### src/rtl/ks_serial_adder.sv
// WIDTH-bit adder built from one 4-bit Kogge-Stone adder, fed one nibble per
// cycle (LSB first) with the carry registered between nibbles.

module kogge_stone_adder_4bit (
  input  logic [3:0] a,
  input  logic [3:0] b,
  input  logic       cin,
  output logic [3:0] sum,
  output logic       cout
);
  logic [3:0] g, p, g1, g2;
  logic [3:1] p1;

  assign g = a & b;
  assign p = a ^ b;

  // cin is folded into bit 0's generate so the prefix tree needs no extra level.
  assign g1[0] = g[0] | (p[0] & cin);
  assign g1[1] = g[1] | (p[1] & g1[0]);
  assign g1[2] = g[2] | (p[2] & g[1]);
  assign g1[3] = g[3] | (p[3] & g[2]);
  assign p1[1] = p[1] & p[0];
  assign p1[2] = p[2] & p[1];
  assign p1[3] = p[3] & p[2];

  assign g2[0] = g1[0];
  assign g2[1] = g1[1];
  assign g2[2] = g1[2] | (p1[2] & g1[0]);
  assign g2[3] = g1[3] | (p1[3] & g1[1]);

  assign sum  = p ^ {g2[2:0], cin};
  assign cout = g2[3];
endmodule

module ks_serial_adder #(
  parameter int WIDTH = 16
) (
  input  logic             clk,
  input  logic             rst_n,
  input  logic             in_valid,
  output logic             in_ready,
  input  logic [WIDTH-1:0] a,
  input  logic [WIDTH-1:0] b,
  input  logic             cin,
  output logic             out_valid,
  input  logic             out_ready,
  output logic [WIDTH-1:0] sum,
  output logic             cout,
  output logic             overflow,
  output logic [1:0]       dbg_state
);
  // Handshakes: a transfer happens on a rising edge where valid && ready;
  // in_ready is high only in IDLE, out_valid only in DONE, so the two never overlap.
  localparam int NIBBLES = WIDTH / 4;
  localparam int IW      = $clog2(NIBBLES);

  typedef enum logic [1:0] {
    S_IDLE = 2'd0,
    S_RUN  = 2'd1,
    S_DONE = 2'd2
  } state_t;

  state_t           state_q;
  logic [WIDTH-1:0] a_sh_q, b_sh_q, res_q;
  logic             carry_q;
  logic [IW-1:0]    idx_q;
  logic             msb_a_q, msb_b_q;
  logic [3:0]       ks_sum;
  logic             ks_cout;

  kogge_stone_adder_4bit u_ks (
    .a    (a_sh_q[3:0]),
    .b    (b_sh_q[3:0]),
    .cin  (carry_q),
    .sum  (ks_sum),
    .cout (ks_cout)
  );

  always_ff @(posedge clk) begin
    if (!rst_n) begin
      state_q <= S_IDLE;
      a_sh_q  <= '0;
      b_sh_q  <= '0;
      res_q   <= '0;
      carry_q <= 1'b0;
      idx_q   <= '0;
      msb_a_q <= 1'b0;
      msb_b_q <= 1'b0;
    end else begin
      case (state_q)
        S_IDLE: begin
          if (in_valid) begin
            a_sh_q  <= a;
            b_sh_q  <= b;
            carry_q <= cin;
            idx_q   <= '0;
            msb_a_q <= a[WIDTH-1];
            msb_b_q <= b[WIDTH-1];
            state_q <= S_RUN;
          end
        end
        S_RUN: begin
          res_q[{idx_q, 2'b00} +: 4] <= ks_sum;
          carry_q <= ks_cout;
          a_sh_q  <= a_sh_q >> 4;
          b_sh_q  <= b_sh_q >> 4;
          idx_q   <= idx_q + 1'b1;
          if (idx_q == IW'(NIBBLES - 1)) state_q <= S_DONE;
        end
        S_DONE: begin
          if (out_ready) state_q <= S_IDLE;
        end
        default: state_q <= S_IDLE;
      endcase
    end
  end

  assign in_ready  = (state_q == S_IDLE);
  assign out_valid = (state_q == S_DONE);
  assign sum       = res_q;
  assign cout      = carry_q;
  assign overflow  = (msb_a_q == msb_b_q) && (res_q[WIDTH-1] != msb_a_q);
  assign dbg_state = state_q;
endmodule
### config.mk
export PLATFORM = sky130hd
export DESIGN_NAME = ks_serial_adder
export DESIGN_NICKNAME = d
export VERILOG_FILES = /design/src/rtl/ks_serial_adder.sv
export SDC_FILE = /design/constraint.sdc
export NUM_CORES = 1
export LEC_CHECK = 0
export CAP_MARGIN = 30
export CORE_MARGIN = 5
export CORE_UTILIZATION = 54
export CTS_BUF_LIST = sky130_fd_sc_hd__clkbuf_16
export DETAILED_ROUTE_END_ITERATION = 6
export PLACE_DENSITY = 0.81
export SLEW_MARGIN = 20
export SYNTH_ARGS = -nofsm -noshare
export SYNTH_HDL_FRONTEND = slang
export SYNTH_SLANG_ARGS = --single-unit
### constraint.sdc
create_clock -name clk -period 4.25 [get_ports clk]
set_input_delay 0.85 -clock clk [delete_from_list [all_inputs] [get_ports clk]]
set_output_delay 0.85 -clock clk [all_outputs]
set_load 0.005 [all_outputs]
==> results of run 1 <==
-- stage by stage --
step                power, uW  utilization  hold WS, ns  area, um^2
floorplan                 741            -        0.444        2600
global placement          804        0.663        0.453        3110
detailed placement        811        0.667        0.465        3130
CTS                      1190        0.695        0.475        3260
global route             1240        0.698        0.491        3280
finish                   1180        0.698        0.471        3280
-- final cells by class --
type                            count  area, um^2  share of cell area
Clock buffer                        5         125              0.0382
Tap cell                           54        67.6              0.0206
Inverter                            3        11.3             0.00344
Multi-Input combinational cell    212        1350               0.410
Clock inverter                      2        8.76             0.00267
Sequential cell                    55        1100               0.336
Timing Repair Buffer               61         618               0.189
-- worst max path at each step --
stage	startpoint	end	slack, ns	cells past startpoint
floorplan	in_valid	a_sh_q[2]	2.47	5
CTS	rst_n	sum[7]	1.84	4
detailed placement	rst_n	sum[7]	1.57	4
global placement	rst_n	sum[7]	1.60	4
global route	in_valid	a_sh_q[12]	1.77	5
finish	in_valid	a_sh_q[12]	1.91	5
-- critical path, stage by stage --
cell and delay, ns:
clkdlybuf4s50_1 0.51, nor3b_2 0.60, nor2_2 0.22, a22oi_1 0.25
nor2b_1 0.08
-- cells in the final DEF, fill, tap and decap left out, drive strengths merged --
| cell type | count |
|---|---|
| xor2 | 1 |
| o32ai | 1 |
| ha | 8 |
| or3b | 1 |
| nor4 | 4 |
| nand2b | 2 |
| and2b | 1 |
| clkdlybuf4s50 | 58 |
| dfxtp | 55 |
| a211oi | 1 |
| inv | 3 |
| nor3b | 1 |
| nor2b | 20 |
| nand3 | 28 |
| o211a | 24 |
| clkinv | 2 |
| clkbuf | 5 |
| a21boi | 7 |
| or3 | 1 |
| o21bai | 1 |
| and2 | 1 |
| o211ai | 1 |
| nand2 | 69 |
| buf | 3 |
| nor2 | 9 |
| fa | 2 |
| o21ai | 8 |
| a22oi | 18 |
| a21oi | 3 |
-- cells by family (layout without fill, tap and decap cells) --
family                     count (synthesis)  count (layout)  share of synthesized area
AOI/OAI and AO/OA                         64              64                      0.198
xor gates and xnor gates                   1               1                    0.00337
adders and majority gates                 10              10                     0.0540
buffers and inverters                     21              71                     0.0578
DFF                                       55              55                      0.424
and+or+nand+nor                          137             137                      0.263
-- power breakdown --
group / switching (uW) / internal, uW
Combinational: 117 / 108
Sequential: 25.1 / 552
Clock: 167 / 212
Total: 309 / 872
-- metal layers --
metal,vias to the layer above,GRT usage
met5,-,0
met1,1027,0.253
met4,0,0.0533
met2,62,0.316
li1,1106,-
met3,9,0.0488
-- flip-flops by register name, indices dropped and copies added (netlist names) --
register / count
cout: 1
sum: 16
msb_b_q: 1
idx_q: 2
a_sh_q: 16
dbg_state: 2
b_sh_q: 16
msb_a_q: 1
==> flow_summary.yaml, run 1 <==
placed_design:
  placed_cells: 384
  post-dp-hpwl_um: 4070
  routabilityCongestion: 0.777
  numPortBuffers: 58
  post-place-ws_ns: 1.57
synthesis:
  yosysMostFrequentCell: "nand2_1"
  avgSynthCellArea_um2: 9.01
  yosys-top-cells-area: "dfxtp_1 42%, nand2_1 9.8%, o211a_1 9.3%"
  netlist_area_um2: 2600
  async_flop_share: 0
  synth.distinct_cells: 34
  synthTopCellsByCount: "68 x nand2_1, 55 x dfxtp_1, 28 x nand3_1, 24 x o211a_1, 20 x nor2b_1"
  synth_ff_type: "dfxtp_1"
  synthCells: 288
  synth_nets: 335
  synth_seq_cells: 55
  ys_warn_count: 0
  yosysSeqAreaShare: 0.424
  yosys.area.top_type: "dfxtp_1"
  synth_edf_count: 0
  synth_top_area_frac: 0.424
floorplan:
  die_y_um: 79.3
  ios: 59
  core-area_um2: 4690
  die_w_um: 79.3
  core.rowCount: 25
  dieArea_um2: 6290
  start_util: 0.553
route:
  drc: 0
  wl_per_cell_um: 14.9
  ant_nets: 0
  dr_wl_met3_um: 391
  drt_wl_total_um: 5860
  via_per_inst: 5.62
  wl_met2_um: 2750
  first_pass_iters: 4
  wirelength_met1_um: 2640
  num_vias: 2204
  topRoutingLayerUsed: "met4"
  drtIter0Drc: 151
layout:
  fin_cells: 392
  diodes: 0
  drive_gt1_frac: 0.0533
  final_nets: 385
  area_growth_pct: 26.2
  fillers: 373
cts:
  clock_latency_ns: 0.28
  htree_num_levels: 2
  postCtsSetupBuffers: 0
  path_clk_slew_ns: 0.06
  cts_root_buf: "clkbuf_16"
  post_cts_resized: 0
  cts_tree: "done"
  cts.sinks: 55
  postCtsHoldBufs: 0
  cts.path.max_buffers: 2
  cts_buffers: 5
worst_setup_path:
  cp-start-kind: "input pin"
  endpoint_kind: "flop"
  cp_max_fo: 9
  ff2ff_setup_slack_ns: 2.22
  r2r-start: "cout"
  worstPathArrival_ns: 2.52
  setup.worst_path.class: "in -> reg"
  worstPathRequired_ns: 4.42
  reg2reg_depth: 5
  timing.rr.end: "sum[2]"
timing:
  hold_viol_final: 0
  worst_pin_slew_ns: 0.692
  setup_violations: 0
  finalClockSkew_ns: 0.00457
  finalWorstSetupSlack_ns: 1.91
  fin_crit_sh: 0.552
  max_freq_mhz: 426
  rsz0062_at_grt: "no"
  maxSlewHeadroom: 0.536
  fin_crit_ns: 2.34
  fin_setup_tns_ns: 0
  slew_violations: 0
grt:
  grt_max_degree: 49
  grt_pass1_vias: 2071
  antenna_found_initial: 0
  grt_usage: 0.193
  overflow: 0
  grt_pass1_wl_um: 9660
pwr:
  p_per_area_nw_per_um2: 360
  irDropWorstVdd_mv: 0.260
  p_leak_uw: 0.00141
hold_path:
  hold_path_end: "sum[3]"
  min_from: "sum[3]"
  min_path_cells: 2
  hp-class: "reg -> reg"
run:
  drv_cap: 0
run_status:
  outcome: "complete, no violations"
No activity file was read; power rests on OpenSTA's default activity.
==> run 2: changes to the inputs <==
--- a/config.mk
+++ b/config.mk
@@ -7,10 +7,10 @@
 export LEC_CHECK = 0
 export CAP_MARGIN = 30
 export CORE_MARGIN = 5
-export CORE_UTILIZATION = 54
+export CORE_UTILIZATION = 50
 export CTS_BUF_LIST = sky130_fd_sc_hd__clkbuf_16
 export DETAILED_ROUTE_END_ITERATION = 6
-export PLACE_DENSITY = 0.81
+export PLACE_DENSITY = 0.76
 export SLEW_MARGIN = 20
 export SYNTH_ARGS = -nofsm -noshare
 export SYNTH_HDL_FRONTEND = slang
==> constraint.sdc (replaced) <==
create_clock -name clk -period 2.3 [get_ports clk]
set_input_delay 0.46 -clock clk [delete_from_list [all_inputs] [get_ports clk]]
set_output_delay 0.46 -clock clk [all_outputs]
set_load 0.005 [all_outputs]
==> run 2 against run 1 <==
  * Die area is 7.0% higher
  * Global-route usage grew 0.35 points
  * Sequential share of layout area fell by 0.56 points
  * Largest cell class unchanged
  * Design area up 1.7%
  * Critical endpoint is now sum[10]
==> flow_summary.yaml, run 2 (same netlist as run 1, synthesis figures left out) <==
floorplan:
  core.rowCount: 26
  dieArea_um2: 6730
  die_y_um: 82.1
  start_util: 0.512
  ios: 59
  core-area_um2: 5070
  die_w_um: 82.1
cts:
  cts_buffers: 5
  postCtsHoldBufs: 0
  cts_tree: "done"
  path_clk_slew_ns: 0.07
  cts.path.max_buffers: 2
  cts_root_buf: "clkbuf_16"
  cts.sinks: 55
  htree_num_levels: 2
  clock_latency_ns: 0.29
  postCtsSetupBuffers: 0
  post_cts_resized: 0
timing:
  rsz0062_at_grt: "no"
  worst_pin_slew_ns: 0.515
  slew_violations: 0
  finalClockSkew_ns: 0.00607
  fin_crit_sh: 0.877
  setup_violations: 0
  maxSlewHeadroom: 0.654
  fin_crit_ns: 2.02
  fin_setup_tns_ns: 0
  hold_viol_final: 0
  max_freq_mhz: 496
route:
  drtIter0Drc: 132
  num_vias: 2207
  wl_per_cell_um: 14.9
  drt_wl_total_um: 6120
  first_pass_iters: 4
  ant_nets: 0
  drc: 0
  via_per_inst: 5.36
worst_setup_path:
  slowest_delay_ns: 0.47
  worstPathArrival_ns: 2.24
  crit_buf_inv: 0
  path_cells: "fa_1, fa_1, xor2_1, a22oi_1, nor2b_1"
  endpoint_kind: "flop"
  worst_path_max_delay_cell: "fa_1"
  critPathTopFamily: "adder cells"
  cp-start-kind: "flop"
  setup.worst_path.class: "reg -> reg"
  cp_max_fo: 4
  crit_top_cell: "fa_1"
  ff2ff_setup_slack_ns: 0.28
  worstPathRequired_ns: 2.52
grt:
  antenna_found_initial: 0
  overflow: 0
  grt_max_degree: 59
  grt_pass1_wl_um: 10100
  grt_pass1_vias: 2118
  grt_usage: 0.197
layout:
  final_common_cell: "nand2_1"
  final_cell_mix: "68 x nand2_1, 58 x clkdlybuf4s50_1, 55 x dfxtp_1"
  area_growth_pct: 28.3
  final_nets: 388
  drive_gt1_frac: 0.0585
  postLayoutCoreUtil: 0.657
  diodes: 0
run_status:
  outcome: "complete, no violations"
placed_design:
  numPortBuffers: 58
  routabilityCongestion: 0.750
  post-dp-hpwl_um: 4260
run:
  drv_cap: 0
hold_path:
  hp-class: "reg -> reg"
pwr:
  p_leak_uw: 0.00143
  p_per_area_nw_per_um2: 664
  irDropWorstVdd_mv: 0.509
[run 2: routing by layer]
metal,vias to the layer above,part of all wire,global-route usage
met4,0,0.017,0.0648
met3,10,0.060,0.0450
met5,-,0,0
met2,63,0.46,0.313
met1,1024,0.46,0.263
li1,1110,-,-
[run 2: worst min-delay path: cells and delay by family, from the launching register on]
family,cells,cell delay (ns)
AO/OA/AOI/OAI,1,0.07
flip-flops,1,0.31
AND/OR/NAND/NOR,1,0.05
[run 2: worst paths after layout]
kind | start | end | depth (start not counted)
worst min-delay path | sum[3] | sum[3] | 2
worst max-delay path | cout | sum[10] | 5
worst min register to register | sum[3] | sum[3] | 2
worst max register to register | cout | sum[10] | 5
[run 2: layout make-up]
class	instances	area [um^2]
well taps	70	87.6
inverters	3	11.3
repair buffers	64	651
flip-flops and latches	55	1100
clock buffers	5	125
clock inverters	3	11.3
multi-input cells	212	1350
fillers	461	1740
[run 2: where the power goes]
group | switching, uW | internal, uW
clock | 320 | 393
sequential | 48.0 | 1020
combinational | 218 | 212
total | 587 | 1620
[run 2: metrics by stage]
stage | cells | cell area (um^2) | hold slack [ns] | setup slack, ns | power (uW)
after floorplan | 288 | 2600 | 0.444 | 0.537 | 1370
after global placement | 404 | 3200 | 0.458 | 0.229 | 1510
after detailed placement | 404 | 3200 | 0.472 | 0.199 | 1520
after CTS | 412 | 3330 | 0.482 | 0.283 | 2220
after global routing | 412 | 3330 | 0.506 | 0.179 | 2330
final | 412 | 3330 | 0.478 | 0.282 | 2210
